[src/rtl/pipe_hazard_ctrl.sv]
// Stall/flush controller for the 5-stage pipeline: memory freeze > redirect > load-use.
// Define PIPE_CTRL_PERF_EN to build the stall_cnt/flush_cnt performance counters.
module pipe_hazard_ctrl #(
  parameter int unsigned FLUSH_CYCLES = 1,
  parameter int unsigned MEM_TIMEOUT  = 255
) (
  input  logic        clk,
  input  logic        rst,
  input  logic        idex_load,
  input  logic [4:0]  idex_rd,
  input  logic [4:0]  ifid_rs1,
  input  logic [4:0]  ifid_rs2,
  input  logic        ifid_use_rs1,
  input  logic        ifid_use_rs2,
  input  logic        branch_taken,
  input  logic        dmem_busy,
  output logic        pc_we,
  output logic        ifid_we,
  output logic        ifid_flush,
  output logic        hazard_detection,
  output logic        idex_flush,
  output logic        stall_all,
  output logic        mem_timeout,
  output logic [31:0] stall_cnt,
  output logic [31:0] flush_cnt
);

  typedef enum logic [1:0] {
    RUN      = 2'd0,
    FLUSH    = 2'd1,
    MEM_WAIT = 2'd2
  } state_t;

  state_t      state, state_next, ret_state, eff_state;
  logic [1:0]  flush_left, flush_left_next;
  logic [7:0]  wait_cnt, wait_inc;
  logic        mem_timeout_q;
  logic        lu;
  logic        stall_inc, flush_inc;
  logic        pc_we_c, ifid_we_c, ifid_flush_c, hazard_c, idex_flush_c, stall_all_c;

  assign lu = idex_load && (idex_rd != 5'd0) &&
              ((ifid_use_rs1 && (idex_rd == ifid_rs1)) ||
               (ifid_use_rs2 && (idex_rd == ifid_rs2)));

  assign wait_inc = (wait_cnt == 8'd255) ? 8'd255 : wait_cnt + 8'd1;

  always_comb begin
    state_next      = state;
    flush_left_next = flush_left;
    pc_we_c         = 1'b0;
    ifid_we_c       = 1'b0;
    ifid_flush_c    = 1'b0;
    hazard_c        = 1'b0;
    idex_flush_c    = 1'b0;
    stall_all_c     = 1'b0;
    stall_inc       = 1'b0;
    flush_inc       = 1'b0;
    // The first non-busy cycle after a wait behaves as the resumed state, so
    // a branch that was frozen in EX is acted on without an extra dead cycle.
    eff_state = (state == MEM_WAIT) ? ret_state : state;

    if (dmem_busy) begin
      stall_all_c = 1'b1;
      stall_inc   = 1'b1;
      state_next  = MEM_WAIT;
    end else begin
      case (eff_state)
        FLUSH: begin
          pc_we_c         = 1'b1;
          ifid_we_c       = 1'b1;
          ifid_flush_c    = 1'b1;
          idex_flush_c    = 1'b1;
          flush_left_next = (flush_left == 2'd0) ? 2'd0 : flush_left - 2'd1;
          state_next      = (flush_left <= 2'd1) ? RUN : FLUSH;
        end
        default: begin
          state_next = RUN;
          if (branch_taken) begin
            pc_we_c      = 1'b1;
            ifid_we_c    = 1'b1;
            ifid_flush_c = 1'b1;
            idex_flush_c = 1'b1;
            flush_inc    = 1'b1;
            if (FLUSH_CYCLES > 1) begin
              state_next      = FLUSH;
              flush_left_next = 2'(FLUSH_CYCLES - 1);
            end
          end else if (lu) begin
            hazard_c  = 1'b1;
            stall_inc = 1'b1;
          end else begin
            pc_we_c   = 1'b1;
            ifid_we_c = 1'b1;
          end
        end
      endcase
    end
  end

  always_ff @(posedge clk or posedge rst) begin
    if (rst) begin
      state         <= RUN;
      ret_state     <= RUN;
      flush_left    <= 2'd0;
      wait_cnt      <= 8'd0;
      mem_timeout_q <= 1'b0;
    end else begin
      state      <= state_next;
      flush_left <= flush_left_next;
      if (dmem_busy && (state != MEM_WAIT))
        ret_state <= state;
      if (dmem_busy) begin
        wait_cnt <= wait_inc;
        if (wait_inc == 8'(MEM_TIMEOUT))
          mem_timeout_q <= 1'b1;
      end else begin
        wait_cnt <= 8'd0;
      end
    end
  end

  assign pc_we            = pc_we_c      & ~rst;
  assign ifid_we          = ifid_we_c    & ~rst;
  assign ifid_flush       = ifid_flush_c & ~rst;
  assign hazard_detection = hazard_c     & ~rst;
  assign idex_flush       = idex_flush_c & ~rst;
  assign stall_all        = stall_all_c  & ~rst;
  assign mem_timeout      = mem_timeout_q & ~rst;

`ifdef PIPE_CTRL_PERF_EN
  logic [31:0] stall_q, flush_q;

  always_ff @(posedge clk or posedge rst) begin
    if (rst) begin
      stall_q <= 32'd0;
      flush_q <= 32'd0;
    end else begin
      if (stall_inc) stall_q <= stall_q + 32'd1;
      if (flush_inc) flush_q <= flush_q + 32'd1;
    end
  end

  assign stall_cnt = stall_q;
  assign flush_cnt = flush_q;
`else
  logic unused_perf;
  assign unused_perf = stall_inc ^ flush_inc;
  assign stall_cnt   = 32'h0;
  assign flush_cnt   = 32'h0;
`endif

endmodule

[config.mk]
export PLATFORM = sky130hd
export DESIGN_NAME = pipe_hazard_ctrl
export DESIGN_NICKNAME = d
export VERILOG_FILES = /design/src/rtl/pipe_hazard_ctrl.sv
export SDC_FILE = /design/constraint.sdc
export NUM_CORES = 1
export LEC_CHECK = 0
export ABC_AREA = 0
export BUFFER_PORTS_ARGS = -buffer_cell sky130_fd_sc_hd__buf_2
export CAP_MARGIN = 20
export CORE_MARGIN = 4
export CORE_UTILIZATION = 41
export CTS_CLUSTER_SIZE = 25
export DETAILED_ROUTE_END_ITERATION = 10
export GPL_ROUTABILITY_DRIVEN = 0
export PLACE_DENSITY_LB_ADDON = 0.08
export SYNTH_ARGS = -nofsm -noshare
export SYNTH_HDL_FRONTEND = slang
export SYNTH_SLANG_ARGS = --single-unit
[constraint.sdc]
create_clock -name clk -period 1.8 [get_ports clk]
set_input_delay 0.18 -clock clk [delete_from_list [all_inputs] [get_ports clk]]
set_output_delay 0.18 -clock clk [all_outputs]
set_load 0.03 [all_outputs]
# Yosys cells after proc, flatten, opt, wreduce, memory -nomap -nowiden
# Index checks and enable logic that the tools add are counted.
[totals]
reg_bits = 15
input_bits = 22
output_inout_bits = 71
elab_cells = 51
[op_classes]
addsub = 2
n_lt_le_gt_ge = 1
n_eq_ne = 7
muxes = 19
bitwise_logic = 7
n_reduce_logical = 10
[op_table]
columns = ["cell", "n"]
rows = [
  ["equality test 8 bit (second input constant)", 2],
  ["2-to-1 mux 8 bit", 2],
  ["2-to-1 mux 1 bit", 14],
  ["equality test 5 bit", 2],
  ["adder 8 x 1 -> 8 bit (second input constant)", 1],
  ["2-to-1 mux 2 bit", 3],
  ["AND 1 bit", 5],
  ["logical AND 1 bit", 5],
  ["nonzero test 5 bit", 1],
  ["AND reduction 2 bit", 2],
  ["equality test 2 x 1 -> 1 bit (second input constant)", 1],
  ["equality test 2 bit (second input constant)", 1],
  ["<= comparator 2 x 1 -> 1 bit (second input constant)", 1],
  ["zero test 2 bit", 1],
  ["inequality test 2 bit (second input constant)", 1],
  ["inverter 1 bit", 2],
  ["subtractor 2 x 1 -> 2 bit (second input constant)", 1],
  ["logical OR 1 bit", 1],
]

# Logic depth before layout (Yosys ltp)
# Gate-level depths: netlist of run 1.
[logic_depth]
depth_word = 9
depth_mapped = 5
ltp_nobuf = 5

# Worst setup path before layout of run 1
# Ideal clock, no wire load.
[synth_timing]
kind = "register -> output"
from = "register state[0]"
to = "output port ifid_flush"
arrival_time_ns = 1.800
required_ns = 1.620
setup_slack_ns = -0.180
stages_incl_launch_ff = 5
n_path_buf = 1
cell_sequence = "dfrtp_1 > nor4bb_1 > nor3_1 > nor3_1 > buf_4"
[synth_via]
elab_chain_cells = 6
[synth_lines]
columns = ["element", "line_no", "source"]
rows = [
  ["start: declaration", "34", "state_t state, state_next, ret_state, eff_state;"],
  ["start signal: assignment", "109", "state <= state_next;"],
  ["equality test 2 bit", "61", "eff_state = (state == MEM_WAIT) ? ret_state : state;"],
  ["2-to-1 mux 2 bit *", "61", ""],
  ["equality test 2 x 1 -> 1 bit *", "n/a", ""],
  ["2-to-1 mux 1 bit * (2 in a row)", "n/a", ""],
  ["AND 1 bit *", "n/a", ""],
  ["end: declaration", "19", "output logic ifid_flush,"],
]
# Mark *: on every way between the ends. The rest lies on a longest branch, timed or not.

# Worst setup path after layout of run 1
[layout_timing]
from = "register state[0]"
to = "output port ifid_we"
[layout_via]
elab_chain_cells = 6
[layout_lines]
columns = ["element", "line_no", "source"]
rows = [
  ["equality test 2 bit", "61", ""],
  ["2-to-1 mux 2 bit *", "61", ""],
  ["equality test 2 x 1 -> 1 bit *", "68", "case (eff_state)"],
  ["2-to-1 mux 1 bit *", "68", ""],
  ["2-to-1 mux 1 bit *", "63", "if (dmem_busy) begin"],
  ["AND 1 bit *", "124", "assign ifid_we = ifid_we_c & ~rst;"],
  ["end: declaration", "18", "output logic ifid_we,"],
]
# Marked as above.

==> results of run 1 <==
-- stage by stage --
| step | utilization, % | worst slack (ns) | total power, mW |
|---|---|---|---|
| after floorplan | - | 0.00602 | 0.705 |
| after global placement | 42.1 | 0.137 | 0.646 |
| after detailed placement | 42.1 | 0.101 | 0.648 |
| after CTS | 44.6 | -0.0765 | 0.851 |
| after global routing | 45.7 | -0.180 | 0.903 |
| final | 45.7 | -0.0718 | 0.853 |
-- worst paths after layout --
check / to / slack [ns] / cells after the start
worst max-delay path: ifid_we / -0.07 / 5
worst min-delay path: state[1]$_DFF_PP0_ / 0.13 / 1
worst max register to register: mem_timeout_q$_DFFE_PP0P_ / 0.13 / 5
worst min register to register: mem_timeout_q$_DFFE_PP0P_ / 0.47 / 2
max in group asynchronous: flush_left[0]$_DFFE_PP0P_ / 1.09 / 4
min in group asynchronous: wait_cnt[4]$_DFF_PP0_ / 0.53 / 4
-- state kept, by name (all words and copies together), names as in the netlist --
signal,count
state,2
wait_cnt,8
mem_timeout_q,1
flush_left,2
ret_state,2
-- cell families after synthesis --
family	synth area share (%)
multiplexers	1.59
buffers and inverters	38.8
adder cells (fa/ha/maj)	0.936
AND/OR/NAND/NOR	14.2
XOR/XNOR	9.18
AO/OA/AOI/OAI	6.93
flip-flops	28.1
other	0.281
-- report_power, final --
group          internal [mW]  switching (mW)
clock network         0.0825           0.111
logic                 0.0640           0.247
registers              0.343         0.00588
total                  0.490           0.363
-- Yosys cell counts --
cell | instances | area, µm²
sky130_fd_sc_hd__nor4bb_1 | 1 | 10.0
sky130_fd_sc_hd__a211oi_2 | 1 | 12.5
sky130_fd_sc_hd__nand2b_1 | 1 | 6.26
sky130_fd_sc_hd__nand2_1 | 7 | 26.3
sky130_fd_sc_hd__nor3_1 | 2 | 10.0
sky130_fd_sc_hd__nor3_2 | 1 | 10.0
sky130_fd_sc_hd__nor2b_1 | 1 | 6.26
sky130_fd_sc_hd__or3_1 | 1 | 6.26
sky130_fd_sc_hd__buf_4 | 66 | 495
sky130_fd_sc_hd__conb_1 | 1 | 3.75
sky130_fd_sc_hd__and4_1 | 1 | 8.76
sky130_fd_sc_hd__o211a_1 | 1 | 10.0
sky130_fd_sc_hd__a21oi_1 | 6 | 30.0
sky130_fd_sc_hd__o22ai_1 | 1 | 6.26
sky130_fd_sc_hd__mux2_2 | 1 | 11.3
sky130_fd_sc_hd__nor4b_1 | 1 | 8.76
sky130_fd_sc_hd__dfrtp_1 | 15 | 375
sky130_fd_sc_hd__xnor2_1 | 11 | 96.3
sky130_fd_sc_hd__nand3_1 | 4 | 20.0
sky130_fd_sc_hd__o21ai_0 | 3 | 15.0
sky130_fd_sc_hd__inv_1 | 5 | 18.8
sky130_fd_sc_hd__ha_1 | 1 | 12.5
sky130_fd_sc_hd__clkbuf_1 | 1 | 3.75
sky130_fd_sc_hd__xor2_1 | 3 | 26.3
sky130_fd_sc_hd__o311a_1 | 1 | 10.0
sky130_fd_sc_hd__and3_1 | 2 | 12.5
sky130_fd_sc_hd__nand4_1 | 2 | 12.5
sky130_fd_sc_hd__mux2i_1 | 1 | 10.0
sky130_fd_sc_hd__nor2_1 | 12 | 45.0
sky130_fd_sc_hd__nand3b_1 | 1 | 7.51
sky130_fd_sc_hd__o41ai_1 | 1 | 8.76
-- what timing repair did --
item                       4_1_cts  5_1_grt
pin swaps                        4        5
resized for setup                7       10
setup endpoints to repair        3        6
hold buffers                     1        0
buffers inserted                 1        1
hold endpoints to repair        15        0
-- layout make-up --
cell class / count / area, µm²
clock buffer: 3 / 22.5
fill: 316 / 1670
timing repair buffer: 33 / 204
sequential: 15 / 375
clock inverter: 1 / 5.00
multi-input combinational: 132 / 727
tap: 44 / 55.1
inverter: 5 / 18.8
-- routing by layer --
metal,GRT usage [%],vias to the layer above,part of all wire [%]
met4,0.777,0,0
met3,3.76,0,10
li1,-,445,-
met5,0,-,0
met2,19.5,50,53
met1,12.5,414,36
==> impl_metrics.prom, run 1 <==
# TYPE chip_impl_metric gauge
chip_impl_metric{name="drive_gt1_share",unit="%"} 23.3
chip_impl_metric{name="dp_hpwl",unit="µm"} 2010
chip_impl_metric{name="h-tree-depth",unit=""} 1
chip_impl_info{name="violations",value="negative setup slack"} 1
chip_impl_metric{name="critPathMaxFanout",unit=""} 4
chip_impl_metric{name="synthesis.area_per_instance",unit="µm²"} 8.57
chip_impl_info{name="critPathLaunchType",value="register"} 1
chip_impl_metric{name="total_clock_sinks",unit=""} 15
chip_impl_metric{name="cts_buffers",unit=""} 3
chip_impl_metric{name="drt-vias-per-instance",unit=""} 3.90
chip_impl_metric{name="io_buffers",unit=""} 28
chip_impl_metric{name="final_critical_path_setup_slack",unit="ns"} -0.0718
chip_impl_info{name="layout_common_cells",value="sky130_fd_sc_hd__conb_1 (64), sky130_fd_sc_hd__buf_2 (23), sky130_fd_sc_hd__dfrtp_1 (15), sky130_fd_sc_hd__nor2_1 (12), sky130_fd_sc_hd__xnor2_1 (11)"} 1
chip_impl_metric{name="hold_slack",unit="ns"} 0.128
chip_impl_info{name="unrepaired_setup_endpoints_after_global_routing",value="true"} 1
chip_impl_info{name="path_cells",value="nor4bb_4 -> nor3_2 -> o311a_1 -> a211oi_4 -> buf_4"} 1
chip_impl_metric{name="rows",unit=""} 20
chip_impl_metric{name="drc",unit=""} 0
chip_impl_metric{name="placement.cell_area",unit="µm²"} 1300
chip_impl_metric{name="grt_start_max_net_pins",unit=""} 16
chip_impl_metric{name="via_count_of_the_first_global_routing_pass",unit=""} 803
chip_impl_metric{name="placed_cells_incl_taps",unit=""} 226
chip_impl_info{name="timing.setup.critical_path_class",value="reg -> out"} 1
chip_impl_info{name="max_stage_delay_cell_worst_path",value="sky130_fd_sc_hd__dfrtp_1"} 1
chip_impl_info{name="endpoint_kind",value="output port"} 1
chip_impl_metric{name="vdd_ir_drop_max",unit="mV"} 0.432
chip_impl_metric{name="clock_insertion_delay_worst_skew",unit="ns"} 0.28
chip_impl_metric{name="io-pin-count",unit=""} 93
chip_impl_metric{name="drt_first_pass_iters",unit=""} 6
chip_impl_metric{name="number_of_flip_flops_and_latches_in_the_synthesized_netlist",unit=""} 15
chip_impl_metric{name="netlist-cell-type-count",unit=""} 31
chip_impl_metric{name="grtUsageTotal",unit="%"} 10.7
chip_impl_metric{name="finalClockSkew",unit="ns"} 0.00406
chip_impl_metric{name="routed_wl",unit="µm"} 2440
chip_impl_metric{name="max_clock_freq",unit="GHz"} 0.534
chip_impl_metric{name="design.core.area",unit="µm²"} 3080
chip_impl_info{name="buffer_cell_driving_the_clock_tree_root",value="sky130_fd_sc_hd__clkbuf_4"} 1
chip_impl_metric{name="drt_iter0_markers",unit=""} 11
chip_impl_metric{name="period_share",unit="%"} 104
chip_impl_metric{name="syn-cell-area",unit="µm²"} 1340
chip_impl_metric{name="synth-seq-area-share",unit="%"} 28.1
chip_impl_info{name="worst_hold_path_type",value="in -> reg"} 1
chip_impl_metric{name="final_cell_count_without_fillers",unit=""} 233
chip_impl_metric{name="die_area",unit="µm²"} 4240
chip_impl_metric{name="synthToLayoutAreaGrowth",unit="%"} 5.34
chip_impl_metric{name="worst_ep_required_time",unit="ns"} 1.62
chip_impl_metric{name="antenna-diode-count",unit=""} 0
chip_impl_metric{name="start_util",unit="%"} 43.4
chip_impl_info{name="setup_crit_start",value="state[0]$_DFF_PP0_"} 1
chip_impl_info{name="min-delay-start",value="dmem_busy"} 1
chip_impl_metric{name="critical_path_buf_inv_count",unit=""} 1
chip_impl_info{name="layout.cells.most_common",value="sky130_fd_sc_hd__conb_1"} 1
chip_impl_info{name="status",value="complete, but fails checks"} 1
chip_impl_metric{name="die_w",unit="µm"} 65.1
chip_impl_metric{name="num-nets-final",unit=""} 213
chip_impl_metric{name="critical-path-max-stage-delay",unit="ns"} 0.44
chip_impl_metric{name="die_height",unit="µm"} 65.1
chip_impl_metric{name="slew_viol_final",unit=""} 0
chip_impl_info{name="cts_tree",value="done"} 1
chip_impl_metric{name="global_route.overflow_total",unit=""} 0
chip_impl_info{name="timing.rr.start",value="wait_cnt[0]$_DFF_PP0_"} 1
chip_impl_metric{name="initial_antenna_violation_count",unit=""} 0
chip_impl_metric{name="count_of_vias_placed_by_the_detailed_router",unit=""} 909
chip_impl_metric{name="maxCapViolCount",unit=""} 0
chip_impl_metric{name="setup-violations-final",unit=""} 3
chip_impl_metric{name="detail-route-antenna-nets",unit=""} 0
chip_impl_info{name="critical-path-top-delay-family",value="flip-flops"} 1
chip_impl_metric{name="synth-warning-count",unit=""} 0
chip_impl_metric{name="worstPathArrival",unit="ns"} 1.69
chip_impl_metric{name="final_period_minus_worst_setup_slack",unit="ns"} 1.87
chip_impl_metric{name="totalNegativeSetupSlack",unit="ns"} -0.175
chip_impl_metric{name="clock_path_buffers",unit=""} 2
chip_impl_metric{name="final_hold_viol_count",unit=""} 0
chip_impl_metric{name="p_per_area",unit="nW/µm²"} 606
chip_impl_metric{name="clock_transition_at_the_register_clock_pins_on_the_worst_setup_and_hold_paths_after_cts",unit="ns"} 0.09
chip_impl_metric{name="grt_pass1_wl",unit="µm"} 3600
chip_impl_metric{name="finish.instance_area",unit="µm²"} 1410
chip_impl_metric{name="post_drt_wl_per_cell",unit="µm"} 10.5
chip_impl_metric{name="total_leakage_power",unit="nW"} 0.759
chip_impl_metric{name="post_synthesis_cell_count",unit=""} 156
No activity file was read; power rests on OpenSTA's default activity.
==> inputs of run 2 (changes only) <==
ABC_AREA = 1   (was 0)
CORE_UTILIZATION = 43   (was 41)
==> impl_metrics.prom, run 2 <==
# TYPE chip_impl_metric gauge
chip_impl_metric{name="die_w",unit="µm"} 66.3
chip_impl_metric{name="routed_wl",unit="µm"} 2620
chip_impl_metric{name="p_per_area",unit="nW/µm²"} 614
chip_impl_metric{name="multi_input_comb_area",unit="µm²"} 726
chip_impl_info{name="cts_tree",value="done"} 1
chip_impl_metric{name="design.core.area",unit="µm²"} 3150
chip_impl_metric{name="met3RoutedLength",unit="µm"} 202
chip_impl_info{name="timing.rr.start",value="wait_cnt[0]$_DFF_PP0_"} 1
chip_impl_info{name="critical-path-top-delay-family",value="buffers and inverters"} 1
chip_impl_info{name="post-synth-top-area-cell",value="sky130_fd_sc_hd__buf_4"} 1
chip_impl_metric{name="critical-path-max-stage-delay",unit="ns"} 0.53
chip_impl_metric{name="clock_power_share",unit="%"} 21.4
chip_impl_info{name="unrepaired_setup_endpoints_after_global_routing",value="false"} 1
chip_impl_metric{name="antenna-diode-count",unit=""} 0
chip_impl_info{name="path_cells",value="dlygate4sd3_1 -> buf_2 -> inv_1 -> nand2_1 -> a21oi_1 -> buf_4"} 1
chip_impl_metric{name="clock_path_buffers",unit=""} 2
chip_impl_info{name="status",value="completed"} 1
chip_impl_metric{name="cts_buffers",unit=""} 3
chip_impl_info{name="worst_hold_path_type",value="in -> reg"} 1
chip_impl_metric{name="final_period_minus_worst_setup_slack",unit="ns"} 1.64
chip_impl_metric{name="start_util",unit="%"} 46.4
chip_impl_metric{name="drt-vias-per-instance",unit=""} 3.89
chip_impl_metric{name="synth-seq-area-share",unit="%"} 25.6
chip_impl_metric{name="max_clock_freq",unit="GHz"} 0.608
chip_impl_metric{name="slew_viol_final",unit=""} 0
chip_impl_metric{name="maxCapViolCount",unit=""} 0
chip_impl_metric{name="count_of_vias_placed_by_the_detailed_router",unit=""} 1105
chip_impl_info{name="holdPathEnd",value="state[1]$_DFF_PP0_"} 1
chip_impl_metric{name="dp_hpwl",unit="µm"} 2230
chip_impl_metric{name="period_share",unit="%"} 91.4
chip_impl_metric{name="power_report.internal_total",unit="mW"} 0.504
chip_impl_metric{name="synth.top_cell.area_share",unit="%"} 33.8
chip_impl_metric{name="comb_power_share",unit="%"} 36.2
chip_impl_metric{name="num-nets-final",unit=""} 264
chip_impl_metric{name="die_area",unit="µm²"} 4400
chip_impl_metric{name="initial_antenna_violation_count",unit=""} 0
chip_impl_metric{name="syn-cell-area",unit="µm²"} 1460
chip_impl_metric{name="switching_share",unit="%"} 43.6
chip_impl_metric{name="number_of_flip_flops_and_latches_in_the_synthesized_netlist",unit=""} 15
chip_impl_metric{name="post_synthesis_cell_count",unit=""} 210
chip_impl_info{name="critPathLaunchType",value="input pin"} 1
chip_impl_metric{name="largest_reg_flops",unit=""} 8
chip_impl_metric{name="count_of_flip_flops_with_a_built_in_enable_after_synthesis",unit=""} 0
chip_impl_metric{name="netlist-cell-type-count",unit=""} 24
chip_impl_metric{name="total_clock_sinks",unit=""} 15
chip_impl_metric{name="finalClockSkew",unit="ns"} 0.00224
chip_impl_metric{name="detail-route-antenna-nets",unit=""} 0
chip_impl_metric{name="die_height",unit="µm"} 66.3
chip_impl_metric{name="grtUsageTotal",unit="%"} 11.9
chip_impl_info{name="yosys-top-cells-area",value="sky130_fd_sc_hd__buf_4 (34%), sky130_fd_sc_hd__dfrtp_1 (26%), sky130_fd_sc_hd__nand2_1 (9.7%)"} 1
chip_impl_metric{name="h-tree-depth",unit=""} 1
chip_impl_metric{name="report.power.total",unit="mW"} 0.892
chip_impl_metric{name="met2WireLength",unit="µm"} 1220
chip_impl_metric{name="grt_pass1_wl",unit="µm"} 4090
chip_impl_info{name="layout_common_cells",value="sky130_fd_sc_hd__conb_1 (64), sky130_fd_sc_hd__nand2_1 (37), sky130_fd_sc_hd__inv_1 (27), sky130_fd_sc_hd__buf_2 (25)"} 1
chip_impl_metric{name="drc",unit=""} 0
chip_impl_metric{name="drt_iter0_markers",unit=""} 18
chip_impl_info{name="synth-main-ff-cell",value="sky130_fd_sc_hd__dfrtp_1"} 1
chip_impl_metric{name="sequentialPowerShare",unit="%"} 42.4
chip_impl_info{name="timing.setup.critical_path_class",value="in -> out"} 1
chip_impl_metric{name="register_area",unit="µm²"} 375
chip_impl_metric{name="worst-r2r-cell-count",unit=""} 9
chip_impl_info{name="topRoutingLayerUsed",value="met4"} 1
chip_impl_metric{name="totalNegativeSetupSlack",unit="ns"} 0
chip_impl_info{name="max_stage_delay_cell_worst_path",value="sky130_fd_sc_hd__dlygate4sd3_1"} 1
chip_impl_info{name="min-delay-start",value="dmem_busy"} 1
chip_impl_metric{name="synth-warning-count",unit=""} 0
chip_impl_info{name="layout.cells.most_common",value="sky130_fd_sc_hd__conb_1"} 1
chip_impl_metric{name="drt_first_pass_iters",unit=""} 4
chip_impl_metric{name="synthToLayoutAreaGrowth",unit="%"} -0.684
chip_impl_metric{name="worst_ep_required_time",unit="ns"} 1.62
chip_impl_metric{name="vdd_ir_drop_max",unit="mV"} 0.255
chip_impl_metric{name="critPathMaxFanout",unit=""} 6
chip_impl_metric{name="rows",unit=""} 20
chip_impl_info{name="critical_path.reg2reg.endpoint",value="mem_timeout_q$_DFFE_PP0P_"} 1
chip_impl_info{name="synthMostInstantiatedCell",value="sky130_fd_sc_hd__buf_4"} 1
chip_impl_info{name="endpoint_kind",value="output port"} 1
chip_impl_metric{name="global_route.overflow_total",unit=""} 0
chip_impl_metric{name="post_drt_wl_per_cell",unit="µm"} 9.23
chip_impl_metric{name="routed_length_on_met1",unit="µm"} 1150
chip_impl_metric{name="via_count_of_the_first_global_routing_pass",unit=""} 1031
chip_impl_metric{name="final_hold_viol_count",unit=""} 0
chip_impl_metric{name="grt_start_max_net_pins",unit=""} 13
chip_impl_metric{name="clock_transition_at_the_register_clock_pins_on_the_worst_setup_and_hold_paths_after_cts",unit="ns"} 0.09
chip_impl_metric{name="post-cts-setup-buffer-count",unit=""} 0
chip_impl_metric{name="clock_insertion_delay_worst_skew",unit="ns"} 0.28
chip_impl_metric{name="io_buffers",unit=""} 28
chip_impl_info{name="regMostFlops",value="wait_cnt"} 1
chip_impl_metric{name="setup-violations-final",unit=""} 0
chip_impl_metric{name="worstPathArrival",unit="ns"} 1.46
chip_impl_metric{name="critical_path_buf_inv_count",unit=""} 4
chip_impl_metric{name="r2r_setup_slack",unit="ns"} 0.37
chip_impl_metric{name="synthesis.area_per_instance",unit="µm²"} 6.97
chip_impl_metric{name="io-pin-count",unit=""} 93
chip_impl_info{name="netlist_top_cells_count",value="sky130_fd_sc_hd__buf_4 (66), sky130_fd_sc_hd__nand2_1 (38), sky130_fd_sc_hd__inv_1 (27)"} 1
chip_impl_metric{name="switchingPower",unit="mW"} 0.389
chip_impl_metric{name="total_leakage_power",unit="nW"} 0.923
chip_impl_metric{name="ys_async_sr_fraction",unit="%"} 100
chip_impl_metric{name="drive_gt1_share",unit="%"} 17.9
chip_impl_metric{name="worstHoldPathCells",unit=""} 1
chip_impl_info{name="buffer_cell_driving_the_clock_tree_root",value="sky130_fd_sc_hd__clkbuf_4"} 1
chip_impl_metric{name="fillers",unit=""} 358
==> run 2: worst max path at each step <==
| stage | start | end | slack [ns] | depth (start not counted) |
|---|---|---|---|---|
| floorplan | state[0]$_DFF_PP0_ | pc_we | 0.07 | 6 |
| global placement | wait_cnt[0]$_DFF_PP0_ | mem_timeout_q$_DFFE_PP0P_ | 0.40 | 9 |
| detailed placement | wait_cnt[0]$_DFF_PP0_ | mem_timeout_q$_DFFE_PP0P_ | 0.40 | 9 |
| CTS | state[1]$_DFF_PP0_ | hazard_detection | 0.07 | 7 |
| global route | state[1]$_DFF_PP0_ | hazard_detection | 0.02 | 7 |
| finish | rst | pc_we | 0.16 | 6 |
==> run 2: power by group through the flow <==
stage / Clock (mW) / Sequential [mW] / Combinational, mW
floorplan: 0 / 0.382 / 0.376
global placement: 0 / 0.384 / 0.318
detailed placement: 0 / 0.386 / 0.317
CTS: 0.206 / 0.379 / 0.320
global route: 0.216 / 0.384 / 0.357
finish: 0.191 / 0.378 / 0.323
==> run 2: stage by stage <==
step	instances	hold slack [ns]	utilization, %	setup slack [ns]	area (µm²)
finish	284	0.0978	46.1	0.155	1450
CTS	284	0.0896	45.7	0.0711	1440
detailed placement	279	0.104	44.5	0.403	1400
floorplan	273	0.0980	-	0.0665	1700
global route	284	0.0859	46.1	0.0190	1450
global placement	279	0.103	44.5	0.397	1400
==> run 2: cell type report <==
class	count	area share, %
clock buffers	3	1.55
multi-input cells	163	49.9
clock inverters	1	0.344
well taps	44	3.79
repair buffers	30	11.4
flip-flops and latches	15	25.8
inverters	28	7.23
==> run 2: worst register-to-register path: stages, from the launching register on <==
cell and delay [ns]:
sky130_fd_sc_hd__dfrtp_1 0.42, sky130_fd_sc_hd__ha_1 0.25, sky130_fd_sc_hd__nand3_2 0.13, sky130_fd_sc_hd__inv_2 0.09, sky130_fd_sc_hd__nand2_4 0.09, sky130_fd_sc_hd__nand2_1 0.08, sky130_fd_sc_hd__nand3_1 0.10, sky130_fd_sc_hd__nor2_2 0.11
sky130_fd_sc_hd__nand2_1 0.05, sky130_fd_sc_hd__nand2_1 0.05
==> run 2: cells by family (layout without fill, tap and decap cells) <==
kind of cell               after synthesis  in the layout  synth area share, %
xor gates and xnor gates                 4              4                 2.39
DFF                                     15             15                 25.6
AOI/OAI and AO/OA                       18             18                 6.75
buffers and inverters                   95             62                 41.3
adders and majority gates                1              1                0.855
other                                    1             64                0.256
and+or+nand+nor                         76             76                 22.8
==> run 2: what timing repair did <==
action,CTS,global route
setup endpoints to repair,0,3
hold buffers,1,0
gates resized for setup,0,9
endpoints found under the hold margin,3,0
==> run 2: layer usage <==
| metal | vias up | global-route usage (%) |
|---|---|---|
| met1 | 476 | 15.6 |
| met3 | 4 | 2.89 |
| li1 | 575 | - |
| met4 | 0 | 6.85 |
| met5 | - | 0 |
| met2 | 50 | 17.5 |
==> inputs of run 3 (changes only) <==
CORE_ASPECT_RATIO = 0.75   (was unset)
CORE_MARGIN = 3   (was 4)
==> impl_metrics.prom, run 3 (same netlist as run 2, synthesis figures left out) <==
# TYPE chip_impl_metric gauge
chip_impl_info{name="status",value="completed"} 1
chip_impl_metric{name="placed_cells_incl_taps",unit=""} 273
chip_impl_metric{name="postLayoutCoreUtil",unit="%"} 46.8
chip_impl_metric{name="h-tree-depth",unit=""} 1
chip_impl_metric{name="total_clock_sinks",unit=""} 15
chip_impl_metric{name="worst-r2r-cell-count",unit=""} 8
chip_impl_metric{name="switching_share",unit="%"} 41.2
chip_impl_metric{name="global_route.overflow_total",unit=""} 0
chip_impl_metric{name="grt_pass1_wl",unit="µm"} 4260
chip_impl_info{name="unrepaired_setup_endpoints_after_global_routing",value="true"} 1
chip_impl_info{name="buffer_cell_driving_the_clock_tree_root",value="sky130_fd_sc_hd__clkbuf_8"} 1
chip_impl_metric{name="r2r_setup_slack",unit="ns"} 0.37
chip_impl_metric{name="comb_power_share",unit="%"} 33.1
chip_impl_info{name="regMostFlops",value="wait_cnt"} 1
chip_impl_info{name="timing.rr.start",value="wait_cnt[0]$_DFF_PP0_"} 1
chip_impl_metric{name="clock_path_buffers",unit=""} 2
chip_impl_metric{name="io_buffers",unit=""} 28
chip_impl_metric{name="num-nets-final",unit=""} 263
chip_impl_metric{name="antenna-diode-count",unit=""} 0
chip_impl_info{name="timing.setup.critical_path_class",value="reg -> out"} 1
chip_impl_metric{name="clock_transition_at_the_register_clock_pins_on_the_worst_setup_and_hold_paths_after_cts",unit="ns"} 0.06
chip_impl_metric{name="clock_insertion_delay_worst_skew",unit="ns"} 0.25
chip_impl_info{name="critPathLaunchType",value="register"} 1
chip_impl_metric{name="total_leakage_power",unit="nW"} 0.926
chip_impl_metric{name="worstPathArrival",unit="ns"} 1.48
chip_impl_metric{name="final_hold_viol_count",unit=""} 0
chip_impl_metric{name="maxCapViolCount",unit=""} 0
chip_impl_info{name="layout.cells.most_common",value="sky130_fd_sc_hd__conb_1"} 1
chip_impl_metric{name="design.core.area",unit="µm²"} 3080
chip_impl_metric{name="post_drt_wl_per_cell",unit="µm"} 9.56
chip_impl_info{name="endpoint_kind",value="output port"} 1
chip_impl_metric{name="drive_gt1_share",unit="%"} 17.2
chip_impl_metric{name="clock_power_share",unit="%"} 28.0
chip_impl_metric{name="rows",unit=""} 17
chip_impl_metric{name="dp_hpwl",unit="µm"} 2250
chip_impl_metric{name="final_cell_count_without_fillers",unit=""} 277
chip_impl_metric{name="drt_first_pass_iters",unit=""} 4
chip_impl_metric{name="switchingPower",unit="mW"} 0.401
chip_impl_metric{name="p_per_area",unit="nW/µm²"} 675
chip_impl_metric{name="die_height",unit="µm"} 56.5
chip_impl_metric{name="drt-vias-per-instance",unit=""} 4.01
chip_impl_metric{name="routed_wl",unit="µm"} 2650
chip_impl_metric{name="power_report.internal_total",unit="mW"} 0.572
chip_impl_metric{name="report.power.total",unit="mW"} 0.973
chip_impl_metric{name="setup-violations-final",unit=""} 0
chip_impl_metric{name="start_util",unit="%"} 47.5
chip_impl_metric{name="post-cts-setup-buffer-count",unit=""} 0
chip_impl_metric{name="count_of_vias_placed_by_the_detailed_router",unit=""} 1110
chip_impl_metric{name="largest_reg_flops",unit=""} 8
chip_impl_metric{name="synthToLayoutAreaGrowth",unit="%"} -1.45
chip_impl_metric{name="detail-route-antenna-nets",unit=""} 0
chip_impl_metric{name="drc",unit=""} 0
chip_impl_metric{name="max_clock_freq",unit="GHz"} 0.604
chip_impl_metric{name="final_period_minus_worst_setup_slack",unit="ns"} 1.66
chip_impl_metric{name="worst_ep_required_time",unit="ns"} 1.62
chip_impl_metric{name="die_area",unit="µm²"} 4150
chip_impl_metric{name="slew_viol_final",unit=""} 0
chip_impl_info{name="cts_tree",value="done"} 1
chip_impl_metric{name="initial_antenna_violation_count",unit=""} 0
chip_impl_info{name="worst_hold_path_type",value="in -> async"} 1
chip_impl_info{name="critical_path.reg2reg.endpoint",value="mem_timeout_q$_DFFE_PP0P_"} 1
chip_impl_metric{name="post_cts_resized",unit=""} 0
chip_impl_metric{name="drt_iter0_markers",unit=""} 59
chip_impl_metric{name="grtUsageTotal",unit="%"} 13.2
chip_impl_metric{name="sequentialPowerShare",unit="%"} 38.9
chip_impl_metric{name="grt_start_max_net_pins",unit=""} 16
chip_impl_metric{name="io-pin-count",unit=""} 93
chip_impl_metric{name="via_count_of_the_first_global_routing_pass",unit=""} 926
chip_impl_metric{name="cts.hold.buffers_added",unit=""} 0
chip_impl_info{name="layout_common_cells",value="sky130_fd_sc_hd__conb_1 (64), sky130_fd_sc_hd__nand2_1 (38), sky130_fd_sc_hd__buf_2 (28), sky130_fd_sc_hd__inv_1 (27), sky130_fd_sc_hd__nor2_1 (16)"} 1
chip_impl_metric{name="period_share",unit="%"} 92.0
chip_impl_metric{name="vdd_ir_drop_max",unit="mV"} 0.611
chip_impl_metric{name="die_w",unit="µm"} 73.4
chip_impl_metric{name="cts_buffers",unit=""} 3
chip_impl_metric{name="finalClockSkew",unit="ns"} 0.00262
chip_impl_metric{name="critPathMaxFanout",unit=""} 4
[run 3: cell count changes in the layout (fill, tap and decap cells not counted), sizes merged]
cell / delta
dlygate4sd3: -1
[run 3: through the flow]
step | instance area (µm²) | setup WS [ns] | hold slack (ns) | TNS, ns
global route | 1440 | -0.0127 | 0.0433 | -0.0232
detailed placement | 1400 | 0.391 | 0.286 | 0
CTS | 1440 | 0.129 | 0.0185 | 0
finish | 1440 | 0.144 | 0.00432 | 0
floorplan | 1700 | 0.0665 | 0.0980 | 0
global placement | 1400 | 0.394 | 0.282 | 0
[run 3: worst max path at each step]
| stage | start | to | slack, ns |
|---|---|---|---|
| after CTS | state[1]$_DFF_PP0_ | hazard_detection | 0.13 |
| after floorplan | state[0]$_DFF_PP0_ | pc_we | 0.07 |
| after global placement | state[1]$_DFF_PP0_ | hazard_detection | 0.39 |
| after detailed placement | wait_cnt[0]$_DFF_PP0_ | mem_timeout_q$_DFFE_PP0P_ | 0.39 |
| final | state[1]$_DFF_PP0_ | hazard_detection | 0.14 |
| after global routing | state[0]$_DFF_PP0_ | pc_we | -0.01 |
[run 3: per-layer routing]
| layer | part of all wire, % | track usage, % |
|---|---|---|
| met5 | 0 | 0 |
| met3 | 12 | 4.29 |
| met2 | 39 | 17.8 |
| met4 | 0.79 | 3.10 |
| met1 | 48 | 20.0 |
[run 3: power by group through the flow]
| stage | Sequential [mW] | Clock (mW) | Combinational, mW |
|---|---|---|---|
| floorplan | 0.382 | 0 | 0.376 |
| global placement | 0.384 | 0 | 0.320 |
| detailed placement | 0.385 | 0 | 0.319 |
| CTS | 0.379 | 0.280 | 0.320 |
| global route | 0.382 | 0.297 | 0.353 |
| finish | 0.379 | 0.272 | 0.322 |
[run 3: area by class of cell]
type / count / area [µm²]
tap: 38 / 47.5
clock buffer: 3 / 41.3
clock inverter: 1 / 5.00
fill: 327 / 1640
multi-input combinational: 163 / 721
timing repair buffer: 29 / 148
inverter: 28 / 105
sequential: 15 / 375
[run 3: critical path: stages (launching register included)]
cell,delay (ns)
sky130_fd_sc_hd__dfrtp_1,0.40
sky130_fd_sc_hd__a21o_1,0.18
sky130_fd_sc_hd__nand2_1,0.10
sky130_fd_sc_hd__nand2_1,0.08
sky130_fd_sc_hd__nor2_1,0.14
sky130_fd_sc_hd__nand2_1,0.07
sky130_fd_sc_hd__nor2_1,0.07
sky130_fd_sc_hd__buf_2,0.20
